### src/rtl/i2c_target_pkg.sv
// Shared constants for the I2C target array: default parameters and channel FSM state encoding.
package i2c_target_pkg;

   localparam int             DEF_NUM_I2C_BUSSES = 1;
   localparam int             DEF_ADDR_WIDTH     = 7;
   localparam int             DEF_DATA_WIDTH     = 8;
   localparam int             DEF_MEM_DEPTH      = 16;
   localparam logic [6:0]     DEF_BASE_ADDR      = 7'h22;

   typedef logic [3:0] state_t;

   localparam state_t ST_IDLE      = 4'd0;
   localparam state_t ST_ADDR      = 4'd1;
   localparam state_t ST_ADDR_ACK  = 4'd2;
   localparam state_t ST_PTR       = 4'd3;
   localparam state_t ST_PTR_ACK   = 4'd4;
   localparam state_t ST_WDATA     = 4'd5;
   localparam state_t ST_WDATA_ACK = 4'd6;
   localparam state_t ST_RDATA     = 4'd7;
   localparam state_t ST_RACK      = 4'd8;
   localparam state_t ST_WAIT_STOP = 4'd9;

endpackage

### src/rtl/i2c_target_chan.sv
// One I2C target channel: synchronised bus inputs, protocol FSM and a small byte memory.
//
// state        | meaning
// IDLE         | bus free or unaddressed; wait for START
// ADDR         | shifting in address + R/W
// ADDR_ACK     | driving ACK for our address
// PTR          | shifting in memory pointer byte
// PTR_ACK      | driving ACK for pointer byte
// WDATA        | shifting in write data byte
// WDATA_ACK    | driving ACK for write data byte
// RDATA        | shifting out mem[ptr], MSB first
// RACK         | SDA released; sample master ACK/NACK
// WAIT_STOP    | not addressed or read ended; ignore bus until START/STOP
module i2c_target_chan
   import i2c_target_pkg::*;
#(
   parameter int                        I2C_ADDR_WIDTH = DEF_ADDR_WIDTH,
   parameter int                        I2C_DATA_WIDTH = DEF_DATA_WIDTH,
   parameter int                        MEM_DEPTH      = DEF_MEM_DEPTH,
   parameter logic [I2C_ADDR_WIDTH-1:0] CHAN_ADDR      = DEF_BASE_ADDR
) (
   input  logic clk_i,
   input  logic rst_i,
   input  logic scl_i,
   input  logic sda_i,
   output logic sda_o,
   output logic busy_o,
   output logic done_o
);

   localparam int AW = I2C_ADDR_WIDTH;
   localparam int DW = I2C_DATA_WIDTH;
   localparam int PW = $clog2(MEM_DEPTH);
   localparam int CW = $clog2(DW);

   logic          scl_s1, scl_s2, scl_d;
   logic          sda_s1, sda_s2, sda_d;
   logic          scl_rise, scl_fall, start_det, stop_det;

   state_t        state, ack_next;
   logic [CW-1:0] bit_cnt;
   logic [DW-2:0] rx_sr;
   logic [DW-1:0] rx_byte;
   logic [DW-1:0] tx_sr;
   logic [PW-1:0] ptr, ptr_inc;
   logic          ack_phase, matched;
   logic          last_bit, addr_hit, read_start, mem_we;
   logic [DW-1:0] mem_rd;
   logic [DW-1:0] mem [MEM_DEPTH];

   always_ff @(posedge clk_i or negedge rst_i) begin
      if (!rst_i) begin
         scl_s1 <= 1'b1;
         scl_s2 <= 1'b1;
         scl_d  <= 1'b1;
         sda_s1 <= 1'b1;
         sda_s2 <= 1'b1;
         sda_d  <= 1'b1;
      end else begin
         scl_s1 <= scl_i;
         scl_s2 <= scl_s1;
         scl_d  <= scl_s2;
         sda_s1 <= sda_i;
         sda_s2 <= sda_s1;
         sda_d  <= sda_s2;
      end
   end

   assign scl_rise  =  scl_s2 & ~scl_d;
   assign scl_fall  = ~scl_s2 &  scl_d;
   assign start_det =  scl_s2 &  scl_d &  sda_d & ~sda_s2;
   assign stop_det  =  scl_s2 &  scl_d & ~sda_d &  sda_s2;

   // rx_sr holds the first DW-1 bits; the last bit is taken straight from the synchroniser
   assign rx_byte    = {rx_sr, sda_s2};
   assign last_bit   = (bit_cnt == CW'(DW - 1));
   assign addr_hit   = (rx_byte[AW:1] == CHAN_ADDR);
   assign ptr_inc    = ptr + PW'(1);
   assign mem_rd     = mem[ptr];
   assign read_start = (state == ST_ADDR_ACK) & rx_sr[0];
   assign mem_we     = (state == ST_WDATA) & scl_rise & last_bit;

   always_comb begin
      ack_next = ST_WDATA;
      case (state)
         ST_ADDR_ACK: ack_next = rx_sr[0] ? ST_RDATA : ST_PTR;
         default:     ack_next = ST_WDATA;
      endcase
   end

   always_ff @(posedge clk_i) begin
      if (mem_we) mem[ptr] <= rx_byte;
   end

   always_ff @(posedge clk_i or negedge rst_i) begin
      if (!rst_i) begin
         state     <= ST_IDLE;
         bit_cnt   <= '0;
         rx_sr     <= '0;
         tx_sr     <= '0;
         ptr       <= '0;
         ack_phase <= 1'b0;
         matched   <= 1'b0;
         sda_o     <= 1'b1;
         busy_o    <= 1'b0;
         done_o    <= 1'b0;
      end else begin
         done_o <= 1'b0;
         if (start_det) begin
            state     <= ST_ADDR;
            bit_cnt   <= '0;
            ack_phase <= 1'b0;
            sda_o     <= 1'b1;
            busy_o    <= 1'b1;
         end else if (stop_det) begin
            state     <= ST_IDLE;
            bit_cnt   <= '0;
            ack_phase <= 1'b0;
            sda_o     <= 1'b1;
            busy_o    <= 1'b0;
            done_o    <= matched;
            matched   <= 1'b0;
         end else begin
            case (state)
               ST_ADDR: if (scl_rise) begin
                  rx_sr   <= rx_byte[DW-2:0];
                  bit_cnt <= bit_cnt + CW'(1);
                  if (last_bit) begin
                     bit_cnt <= '0;
                     if (addr_hit) begin
                        matched <= 1'b1;
                        state   <= ST_ADDR_ACK;
                     end else begin
                        state   <= ST_WAIT_STOP;
                     end
                  end
               end
               ST_PTR: if (scl_rise) begin
                  rx_sr   <= rx_byte[DW-2:0];
                  bit_cnt <= bit_cnt + CW'(1);
                  if (last_bit) begin
                     bit_cnt <= '0;
                     ptr     <= rx_byte[PW-1:0];
                     state   <= ST_PTR_ACK;
                  end
               end
               ST_WDATA: if (scl_rise) begin
                  rx_sr   <= rx_byte[DW-2:0];
                  bit_cnt <= bit_cnt + CW'(1);
                  if (last_bit) begin
                     bit_cnt <= '0;
                     ptr     <= ptr_inc;
                     state   <= ST_WDATA_ACK;
                  end
               end
               // first fall after the byte pulls SDA low, second fall ends the ACK slot
               ST_ADDR_ACK, ST_PTR_ACK, ST_WDATA_ACK: if (scl_fall) begin
                  if (!ack_phase) begin
                     sda_o     <= 1'b0;
                     ack_phase <= 1'b1;
                  end else begin
                     ack_phase <= 1'b0;
                     state     <= ack_next;
                     if (read_start) begin
                        sda_o <= mem_rd[DW-1];
                        tx_sr <= {mem_rd[DW-2:0], 1'b0};
                     end else begin
                        sda_o <= 1'b1;
                     end
                  end
               end
               ST_RDATA: begin
                  if (scl_rise) begin
                     bit_cnt <= bit_cnt + CW'(1);
                     if (last_bit) begin
                        bit_cnt <= '0;
                        state   <= ST_RACK;
                     end
                  end else if (scl_fall) begin
                     // bit_cnt==0 here only after a master ACK: start the next byte
                     if (bit_cnt == '0) begin
                        sda_o <= mem_rd[DW-1];
                        tx_sr <= {mem_rd[DW-2:0], 1'b0};
                     end else begin
                        sda_o <= tx_sr[DW-1];
                        tx_sr <= {tx_sr[DW-2:0], 1'b0};
                     end
                  end
               end
               ST_RACK: begin
                  if (scl_fall) begin
                     sda_o <= 1'b1;
                  end else if (scl_rise) begin
                     if (!sda_s2) begin
                        ptr   <= ptr_inc;
                        state <= ST_RDATA;
                     end else begin
                        state <= ST_WAIT_STOP;
                     end
                  end
               end
               ST_IDLE, ST_WAIT_STOP: sda_o <= 1'b1;
               default: begin
                  state <= ST_IDLE;
                  sda_o <= 1'b1;
               end
            endcase
         end
      end
   end

endmodule

### src/rtl/i2c_target_array.sv
// Array of independent I2C target channels; channel n answers at BASE_ADDR+n.
module i2c_target_array
   import i2c_target_pkg::*;
#(
   parameter int                        NUM_I2C_BUSSES = DEF_NUM_I2C_BUSSES,
   parameter int                        I2C_ADDR_WIDTH = DEF_ADDR_WIDTH,
   parameter int                        I2C_DATA_WIDTH = DEF_DATA_WIDTH,
   parameter int                        MEM_DEPTH      = DEF_MEM_DEPTH,
   parameter logic [I2C_ADDR_WIDTH-1:0] BASE_ADDR      = DEF_BASE_ADDR
) (
   input  logic                      clk_i,
   input  logic                      rst_i,
   input  logic [NUM_I2C_BUSSES-1:0] scl_i,
   input  logic [NUM_I2C_BUSSES-1:0] sda_i,
   output logic [NUM_I2C_BUSSES-1:0] sda_o,
   output logic [NUM_I2C_BUSSES-1:0] busy_o,
   output logic [NUM_I2C_BUSSES-1:0] done_o
);

   for (genvar g = 0; g < NUM_I2C_BUSSES; g++) begin : g_chan
      // address arithmetic wraps naturally at the address width
      localparam logic [I2C_ADDR_WIDTH-1:0] CHAN_ADDR = BASE_ADDR + I2C_ADDR_WIDTH'(g);

      i2c_target_chan #(
         .I2C_ADDR_WIDTH (I2C_ADDR_WIDTH),
         .I2C_DATA_WIDTH (I2C_DATA_WIDTH),
         .MEM_DEPTH      (MEM_DEPTH),
         .CHAN_ADDR      (CHAN_ADDR)
      ) u_chan (
         .clk_i  (clk_i),
         .rst_i  (rst_i),
         .scl_i  (scl_i[g]),
         .sda_i  (sda_i[g]),
         .sda_o  (sda_o[g]),
         .busy_o (busy_o[g]),
         .done_o (done_o[g])
      );
   end

endmodule

### config.mk
export PLATFORM = sky130hd
export DESIGN_NAME = i2c_target_array
export DESIGN_NICKNAME = d
export VERILOG_FILES = /design/src/rtl/i2c_target_pkg.sv /design/src/rtl/i2c_target_chan.sv /design/src/rtl/i2c_target_array.sv
export SDC_FILE = /design/constraint.sdc
export NUM_CORES = 1
export LEC_CHECK = 0
export ABC_AREA = 1
export ABC_CLOCK_PERIOD_IN_PS = 4100
export CORE_MARGIN = 2
export CORE_UTILIZATION = 45
export DETAILED_ROUTE_END_ITERATION = 8
export GPL_ROUTABILITY_DRIVEN = 0
export PLACE_DENSITY = 0.64
export SLEW_MARGIN = 20
export SYNTH_ARGS = -nofsm -noshare
export SYNTH_HDL_FRONTEND = slang
export SYNTH_SLANG_ARGS = --single-unit
### constraint.sdc
create_clock -name clk_i -period 4.1 [get_ports clk_i]
set_input_delay 0.615 -clock clk_i [delete_from_list [all_inputs] [get_ports clk_i]]
set_output_delay 0.615 -clock clk_i [all_outputs]
set_load 0.02 [all_outputs]
# [After elaboration in Yosys (flattened, before gate mapping)]
# Memory sizes are Yosys's and may differ from the RTL's.
# Index checks and enable logic that the tools add are counted.
[totals] ff_bits=37 latch_bits=0 ram_bits=128 rom_bits=0 inputBits=4 out_inout_bits=3 word_cells=165 n_memories=1
[op_classes] add_sub_neg=2 n_mul=0 div_mod_pow=0 n_lt_le_gt_ge=0 eq_ne=40 shift=0 mux=65 bitwise_logic=16 reduce_logical=25
[mem_list] memory="g_chan[0].u_chan.mem" words=16 word_bits=8 read_ports=1 rd_clocked_by_memory_dff=0 write_ports=1 line_no="i2c_target_chan.sv:49" text="logic [DW-1:0] mem [MEM_DEPTH];"
[op_table] cell="$mux 4" n=24
[op_table] cell="$ne 4x1->1 const B" n=13
[op_table] cell="$mux 8" n=6
[op_table] cell="$pmux 4 s7" n=1
[op_table] cell="$mux 1" n=25
[op_table] cell="$mux 3" n=6
[op_table] cell="$ne 2x1->1 const B" n=9
[op_table] cell="$eq 4x3->1 const B" n=4
[op_table] cell="$pmux 8 s2" n=1
[op_table] cell="$reduce_bool 3->1" n=5
[op_table] cell="$reduce_and 13->1" n=1
[op_table] cell="$pmux 4 s3" n=1
[op_table] cell="$reduce_bool 2->1" n=6
[op_table] cell="$and 1x1->1" n=10
[op_table] cell="$reduce_and 10->1" n=1
[op_table] cell="$reduce_and 5->1" n=2
[op_table] cell="$eq 4x2->1 const B" n=2
[op_table] cell="$eq 4x4->1 const B" n=2
[op_table] cell="$ne 4x4->1 const B" n=2
[op_table] cell="$reduce_and 8->1" n=1
[op_table] cell="$eq 7x6->1 const B" n=1
[op_table] cell="$ne 2x2->1 const B" n=3
[op_table] cell="$ne 3x1->1 const B" n=2
[op_table] cell="$not 1->1" n=6
[op_table] cell="12 further kinds" n=14

# [Longest topological paths before layout]
# Gate-level depths: netlist of the first run.
[logic_depth] word_depth=8 mapped_depth=12 ltp_nobuf=12

# [Worst setup path after synthesis of the first run]
# Ideal clock, no wire load.
[synth_timing] path_kind="register -> register" from="reg g_chan[0].u_chan.ptr[1]" to="mem g_chan[0].u_chan.mem[12][0] (netlist bit) (enable)" setup_ns=0.370 arrival_time_ns=1.569 t_required_ns=3.730 setup_slack_ns=2.161 path_stages_with_launch=8 n_path_buf=3 synth_period_minus_slack_ns=1.939 path_cell_list="dfrtp_1 -> buf_2 -> inv_1 -> buf_4 -> buf_2 -> ha_1 -> nand2_1 -> nor2_1"
[synth_lines] element="start, declared" line_no="i2c_target_chan.sv:45" text="logic [PW-1:0] ptr, ptr_inc;"
[synth_lines] element="start signal, assigned" line_no="i2c_target_chan.sv:143" text="ptr <= rx_byte[PW-1:0];"
[synth_lines] element="start signal, assigned" line_no="i2c_target_chan.sv:152" text="ptr <= ptr_inc;"
[synth_lines] element="start signal, assigned" line_no="i2c_target_chan.sv:195" text="ptr <= ptr_inc;"
[synth_lines] element="end, declared" line_no="i2c_target_chan.sv:49"
# Straight into the memory's write port.

# [Final worst setup path of the first run]
[layout_timing] from="reg g_chan[0].u_chan.state[2]" to="mem g_chan[0].u_chan.mem[11][4] (netlist bit) (enable)"
[layout_via] elab_chain_cells=5
[layout_lines] element="start, declared" line_no="i2c_target_chan.sv:40" text="state_t state, ack_next;"
[layout_lines] element="start signal, assigned" line_no="i2c_target_chan.sv:163" text="state <= ack_next;"
[layout_lines] element="$eq 4x3->1" line_no="i2c_target_chan.sv:81" text="assign mem_we = (state == ST_WDATA) & scl_rise & last_bit;"
[layout_lines] element="$and 1x1->1 (2 in a row)" line_no="i2c_target_chan.sv:81"
[layout_lines] element="$mux 1" line_no="i2c_target_chan.sv:92" text="if (mem_we) mem[ptr] <= rx_byte;"
[layout_lines] element="$mux 1 (not written as such)" line_no="i2c_target_chan.sv:92"
# Every way passes these cells.

==> run metrics, run 1 <==
sum of net half-perimeters after detailed placement 10.7 mm; Total GRT Usage 20.5%; Crit-path slowest cell sky130_fd_sc_hd__nor2_1; layout overhead on the synthesized area 10.9%; footprint of the multi-input gates 2030 sq um; flip-flop cell with the highest count after synthesis sky130_fd_sc_hd__edfxtp_1; Post-Route Skew 0.0126 ns; Max Clock Freq 413 MHz; sequential-to-total area share from yosys stat 66.7%; class of the most critical hold timing path input pin to asynchronous set/reset pin; power density of the placed cells 640 nW/um^2; Max-Cap Viols 0; Die Y-Extent 130 um; highest cell delay on the worst timing path 0.62 ns; clock tree from TritonCTS done; most frequent cell on the critical path sky130_fd_sc_hd__nand2_1; minimum hold slack 0.268 ns; Data required, critical path 4.16 ns; cell row count 46; placed insts 888; type of the worst setup path register to register; fill cell total of the finished layout 1384; pin count of the biggest net entering global routing 51; Final #Nets 702; Longest Clk Path Bufs 2; routed len/inst 17.8 um; Clock H-tree levels 4; gate count after technology mapping 686; Hold Buf Count CTS 0; insertion delay to the later sink of the worst-skew pair 0.43 ns; number of flops mapped to enable cells by yosys 128; starting density of the core 45.4%; count of different cell masters after synthesis 30; warnings from Yosys 0; Resize count post-CTS 0; largest cells by area after synthesis sky130_fd_sc_hd__edfxtp_1 54%, sky130_fd_sc_hd__dfrtp_1 10%, sky130_fd_sc_hd__nand2_1 6.9%; leakage dissipation 3.11 nW; Sequential cell area 4750 sq um; via density per instance 5.37; clock input transition at the sequential cells of the worst setup and hold paths 0.06 ns; Die Area 16900 sq um; Ant. Diodes 0; Register-to-Register Setup Slack 1.68 ns; library cell occupying the most area in the post-synthesis netlist sky130_fd_sc_hd__edfxtp_1; share of flip-flops with an asynchronous set or reset after synthesis 22.0%; number of input and output port buffers inserted 6; cell area after synthesis 7130 sq um; Boundary Pins 7; slew of the pin with the lowest slew margin 0.889 ns; number of antenna violations at the first check in global routing 0; Critical Path Source Type register; core box area 15700 sq um; ranking of synthesized cells by instance count 131 x sky130_fd_sc_hd__nand2_1, 128 x sky130_fd_sc_hd__edfxtp_1, 122 x sky130_fd_sc_hd__nor2_1; Post-Synthesis Mean Instance Area 10.4 sq um; endpoints failing setup 0; horizontal extent of the die 130 um; final total negative setup slack 0 ns; clk sinks 164; drt first-iter violations 569; number of failing hold endpoints at the final stage 0; number of nets still failing antenna checks after routing 0; # Post-CTS Setup Buffers 0; root buffer cell sky130_fd_sc_hd__clkbuf_16; total DRC errors in the routed layout 0; total vias in the final route 4942; global-route wire length before repair 25.2 mm; Routed Wire Length 16.3 mm; part of the cycle the worst path needs 59.0%; status finished clean; Max Transition Viols Final 0; end-of-flow core utilization 50.3%; arrival time reported for the critical path endpoint 2.48 ns; RSZ-0062 raised after global routing no; CP Cell Sequence inv_2 > nor2_2 > nand2_1 > nor3_2 > nand2_1 > nor2_1; Cell Count, Final, Fillers Out 920; worst-case vdd ir drop 0.000522 V; overall power after layout 5.06 mW; ratio of cells with drive above 1 in the final layout 9.23%; number of global-route vias before repair 4611; total overflow reported by the global router 0; Yosys reg bits 164; Max transition margin 40.7%; top-area cell type share of the netlist area 53.9%; number of buffers inserted during clock tree synthesis 17; Pre-antenna DRT Iters 7; endpoint type of the worst setup path register; critical-path maximum fanout 8; syn_nets 697; clock period minus worst slack 2.42 ns; cell with the most instances after synthesis sky130_fd_sc_hd__nand2_1
==> cell families (layout without fill, tap and decap cells) <==
group | count (synthesis) | count (layout) | synth area share [%]
AO/OA/AOI/OAI | 126 | 126 | 9.46
XOR/XNOR | 1 | 1 | 0.123
adder cells (fa/ha/maj) | 7 | 7 | 1.23
buffers and inverters | 85 | 103 | 4.88
flip-flops | 164 | 164 | 66.7
multiplexers | 1 | 1 | 0.158
AND/OR/NAND/NOR | 302 | 302 | 17.5
==> critical path, delay by kind of cell, from the launching register on <==
family | cells | cell delay, ns
buffers and inverters | 1 | 0.07
AND/OR/NAND/NOR | 5 | 1.52
flip-flops | 1 | 0.46
==> per-stage QoR <==
stage	setup slack, ns	area [sq um]
2_1_floorplan	2.16	7130
3_3_place_gp	1.79	7370
3_5_place_dp	1.67	7370
4_1_cts	1.65	7910
5_1_grt	1.46	7910
6_report	1.68	7910
==> layer usage <==
metal,part of all wire (%),global-route usage [%],vias up,wire (um)
met4,2.4,7.46,0,390
li1,-,-,2344,-
met3,6.4,5.78,33,1050
met5,0,0,-,0
met2,47,31.4,203,7670
met1,44,28.1,2362,7230
==> power breakdown <==
group	total [mW]	internal (mW)	leakage (nW)	switching (mW)
Sequential	2.34	2.02	1.62	0.320
Combinational	1.26	0.387	1.22	0.876
Clock	1.46	0.805	0.278	0.650
Total	5.06	3.21	3.11	1.85
==> flip-flops by register name, summed over array words and instances, names as in the netlist, 3 cells and up <==
| name | cells |
|---|---|
| g_chan.u_chan.ptr | 4 |
| g_chan.u_chan.rx_sr | 7 |
| g_chan.u_chan.tx_sr | 7 |
| g_chan.u_chan.bit_cnt | 3 |
| g_chan.u_chan.state | 4 |
| g_chan.u_chan.mem | 128 |
==> cell usage in the layout, fill, tap and decap left out <==
cell	instances
sky130_fd_sc_hd__buf_2	1
sky130_fd_sc_hd__o211ai_1	2
sky130_fd_sc_hd__clkbuf_2	2
sky130_fd_sc_hd__inv_2	5
sky130_fd_sc_hd__mux2_2	1
sky130_fd_sc_hd__clkdlybuf4s50_1	5
sky130_fd_sc_hd__inv_1	56
sky130_fd_sc_hd__clkinv_2	1
sky130_fd_sc_hd__clkinv_4	2
sky130_fd_sc_hd__ha_1	7
sky130_fd_sc_hd__edfxtp_1	128
sky130_fd_sc_hd__a21oi_1	18
sky130_fd_sc_hd__nor2_1	122
sky130_fd_sc_hd__xor2_1	1
sky130_fd_sc_hd__a211oi_1	2
sky130_fd_sc_hd__buf_4	4
sky130_fd_sc_hd__nor2_4	2
sky130_fd_sc_hd__nand4_1	9
sky130_fd_sc_hd__o21ai_1	3
sky130_fd_sc_hd__inv_4	4
sky130_fd_sc_hd__nor3_1	1
sky130_fd_sc_hd__o21ai_0	76
sky130_fd_sc_hd__nor3_2	1
sky130_fd_sc_hd__o21ai_2	1
sky130_fd_sc_hd__nand2_2	4
sky130_fd_sc_hd__inv_6	5
sky130_fd_sc_hd__nand3_1	26
sky130_fd_sc_hd__nand3_2	3
sky130_fd_sc_hd__clkbuf_8	1
sky130_fd_sc_hd__dfrtp_2	1
sky130_fd_sc_hd__nor2_2	3
sky130_fd_sc_hd__o22ai_1	24
sky130_fd_sc_hd__nand2_1	131
sky130_fd_sc_hd__dfstp_2	7
sky130_fd_sc_hd__clkbuf_16	17
sky130_fd_sc_hd__dfrtp_1	28
==> path summary, 6_finish.rpt <==
kind / start / end / cells after the start
max: g_chan[0].u_chan.state[2]$_DFFE_PN0P_ / g_chan[0].u_chan.mem[11][4]$_DFFE_PP_ / 6
min: rst_i / g_chan[0].u_chan.tx_sr[2]$_DFFE_PN0P_ / 1
max reg2reg: g_chan[0].u_chan.state[2]$_DFFE_PN0P_ / g_chan[0].u_chan.mem[11][4]$_DFFE_PP_ / 6
min reg2reg: g_chan[0].u_chan.scl_s1$_DFF_PN1_ / g_chan[0].u_chan.scl_s2$_DFF_PN1_ / 0
max in group asynchronous: rst_i / g_chan[0].u_chan.ptr[0]$_DFFE_PN0P_ / 1
min in group clk_i: g_chan[0].u_chan.scl_s1$_DFF_PN1_ / g_chan[0].u_chan.scl_s2$_DFF_PN1_ / 0
==> final cells by class <==
cell class	count	share of cell area, %
Clock buffer	20	5.68
Clock inverter	12	1.15
Inverter	61	2.90
Multi-Input combinational cell	437	25.7
Sequential cell	164	60.1
Tap cell	216	3.42
Timing Repair Buffer	10	1.08
Note: power is estimated with default switching activity, not from simulation.
==> run 2: changes to the inputs <==
Settings changed: ABC_CLOCK_PERIOD_IN_PS 4100 to 2500.
Clock period 4.1 ns to 2.5 ns, I/O delays scaled along.
==> run 2 against run 1 <==
  * Hold slack worse by 0.24 ns
  * Largest cell class unchanged
  * Count of clock-buffer cells in the layout unchanged
  * First-iteration DRC count fell by 0.88%
  * Die area did not move
  * Cell area up 2.7%
==> run metrics, run 2 (synthesis gave the netlist of run 1 again) <==
status finished clean; Clock H-tree levels 4 (unchanged); number of input and output port buffers inserted 6 (unchanged); ratio of cells with drive above 1 in the final layout 11.5% (+2.3 points); number of antenna violations at the first check in global routing 0 (unchanged); routed length on met1 7.22 mm (-0.15%); clock period minus worst slack 2.10 ns (-0.319 ns); slew of the pin with the lowest slew margin 0.805 ns (-0.0842 ns); commonest cells after routing, fill and taps aside 131 x sky130_fd_sc_hd__nand2_1, 128 x sky130_fd_sc_hd__edfxtp_1, 122 x sky130_fd_sc_hd__nor2_1; Critical Path Source Type register; total met3 wirelength after detailed routing 895 um (-14%); number of nets still failing antenna checks after routing 0 (unchanged); Max Clock Freq 476 MHz (+15%); footprint of the multi-input gates 2030 sq um (unchanged); Post-Route Skew 0.00700 ns (-0.00558 ns); Hold Buf Count CTS 0 (unchanged); global-route wire length before repair 25.5 mm (+1.2%); Total GRT Usage 20.6% (+0.13 points); total vias in the final route 5084 (+2.9%); clock tree from TritonCTS done; power density of the placed cells 1050 nW/um^2 (+65%); routed len/inst 17.6 um (-1.0%); insertion delay to the later sink of the worst-skew pair 0.42 ns (about the same); number of flip-flops in the largest register 128 (unchanged); horizontal extent of the die 130 um (unchanged); arrival time reported for the critical path endpoint 2.23 ns (-0.25 ns); end-of-flow core utilization 51.7% (+1.4 points); largest registers g_chan.u_chan.mem: 128 flops, g_chan.u_chan.rx_sr: 7 flops, g_chan.u_chan.tx_sr: 7 flops; Resize count post-CTS 0 (unchanged); RSZ-0062 raised after global routing no; number of global-route vias before repair 4748 (+3.0%); sum of net half-perimeters after detailed placement 10.9 mm (+2.6%); critical-path maximum fanout 8 (unchanged); highest layer used for signal routing met4; Max-Cap Viols 0 (unchanged); via density per instance 5.38 (+0.15%); fill cell total of the finished layout 1337 (-3.4%); Die Area 16900 sq um (unchanged); root buffer cell sky130_fd_sc_hd__clkbuf_16; Max transition margin 46.3% (+5.6 points); highest cell delay on the worst timing path 0.44 ns (-0.18 ns); cell row count 46 (unchanged); Pre-antenna DRT Iters 6 (-1); pin count of the biggest net entering global routing 49 (-3.9%); # Post-CTS Setup Buffers 0 (unchanged); Final #Nets 728 (+3.7%); total DRC errors in the routed layout 0 (unchanged); most common cell after layout, fill and taps aside sky130_fd_sc_hd__nand2_1; final total negative setup slack 0 ns (unchanged); Crit-path slowest cell sky130_fd_sc_hd__dfrtp_1; endpoints failing setup 0 (unchanged); worst-case vdd ir drop 0.000798 V (+53%); Longest Clk Path Bufs 2 (unchanged); total overflow reported by the global router 0 (unchanged); drt first-iter violations 564 (-0.88%); Data required, critical path 2.63 ns (-1.53 ns); Die Y-Extent 130 um (unchanged); Max Transition Viols Final 0 (unchanged); register with the most flip-flops g_chan.u_chan.mem; CP Cell Sequence inv_2 > nor2_1 > nand2_1 > nor3_2 > nand2_1 > nor2_1 > buf_4; Ant. Diodes 0 (unchanged); part of the cycle the worst path needs 84.0% (+25 points); Sequential cell area 4750 sq um (unchanged); Routed Wire Length 16.6 mm (+1.7%); leakage dissipation 3.24 nW (+4.0%); clock input transition at the sequential cells of the worst setup and hold paths 0.06 ns (about the same); starting density of the core 45.4% (unchanged); number of buffers inserted during clock tree synthesis 17 (unchanged); class of the most critical hold timing path input pin to asynchronous set/reset pin; clk sinks 164 (unchanged); endpoint type of the worst setup path register; Boundary Pins 7 (unchanged); core box area 15700 sq um (unchanged); layout overhead on the synthesized area 13.9%; number of failing hold endpoints at the final stage 0 (unchanged); type of the worst setup path register to register; met2 wire length 7.94 mm (+3.6%)
==> run 2: changes by cell type in the layout (fill, tap and decap cells not counted), sizes merged <==
cell / delta
clkinv: +3
clkinvlp: +3
bufinv: +2
buf: +26
inv: -9
==> run 2: area by class of cell <==
cell class | count | area share [%]
Sequential cell | 164 | 58.5
Multi-Input combinational cell | 437 | 25.0
Clock buffer | 20 | 5.37
Timing Repair Buffer | 36 | 3.60
Tap cell | 216 | 3.33
Inverter | 61 | 2.82
Clock inverter | 11 | 1.39
==> run 2: worst max-delay path: cells and delay by family, from the launching register on <==
kind	cells	cell delay (ns)
simple gates	5	1.09
flops	1	0.44
buf+inv	2	0.28
==> run 2: worst paths after layout <==
check	from	cells after the start	end	slack [ns]
hold / removal	rst_i	1	g_chan[0].u_chan.tx_sr[5]$_DFFE_PN0P_	0.03
setup / recovery	g_chan[0].u_chan.state[0]$_DFFE_PN0P_	7	g_chan[0].u_chan.mem[13][7]$_DFFE_PP_	0.40
max in group asynchronous	rst_i	1	g_chan[0].u_chan.ptr[0]$_DFFE_PN0P_	1.90
setup reg to reg	g_chan[0].u_chan.state[0]$_DFFE_PN0P_	7	g_chan[0].u_chan.mem[13][7]$_DFFE_PP_	0.40
min in group clk_i	scl_i	1	g_chan[0].u_chan.scl_s1$_DFF_PN1_	0.35
hold reg to reg	g_chan[0].u_chan.sda_s1$_DFF_PN1_	0	g_chan[0].u_chan.sda_s2$_DFF_PN1_	0.36
==> run 2: routing by layer <==
| metal | track usage [%] | vias to the layer above |
|---|---|---|
| li1 | - | 2400 |
| met1 | 27.7 | 2449 |
| met2 | 33.0 | 189 |
| met3 | 3.77 | 46 |
| met4 | 9.17 | 0 |
| met5 | 0 | - |
==> run 2: power by group <==
| group | internal [mW] | switching, mW | leakage [nW] |
|---|---|---|---|
| clock network | 1.45 | 1.00 | 0.258 |
| registers | 3.31 | 0.130 | 1.62 |
| logic | 0.739 | 1.92 | 1.36 |
==> run 2: per-stage QoR <==
stage	cells	instance area [sq um]	total power, mW	hold WS, ns	setup WS [ns]
after floorplan	686	7130	5.15	0.0794	0.561
after global placement	914	7580	6.07	0.349	0.501
after detailed placement	914	7580	6.12	0.350	0.461
after CTS	945	8130	8.58	0.0632	0.415
after global routing	945	8130	8.99	0.0957	0.268
final	945	8130	8.55	0.0304	0.400
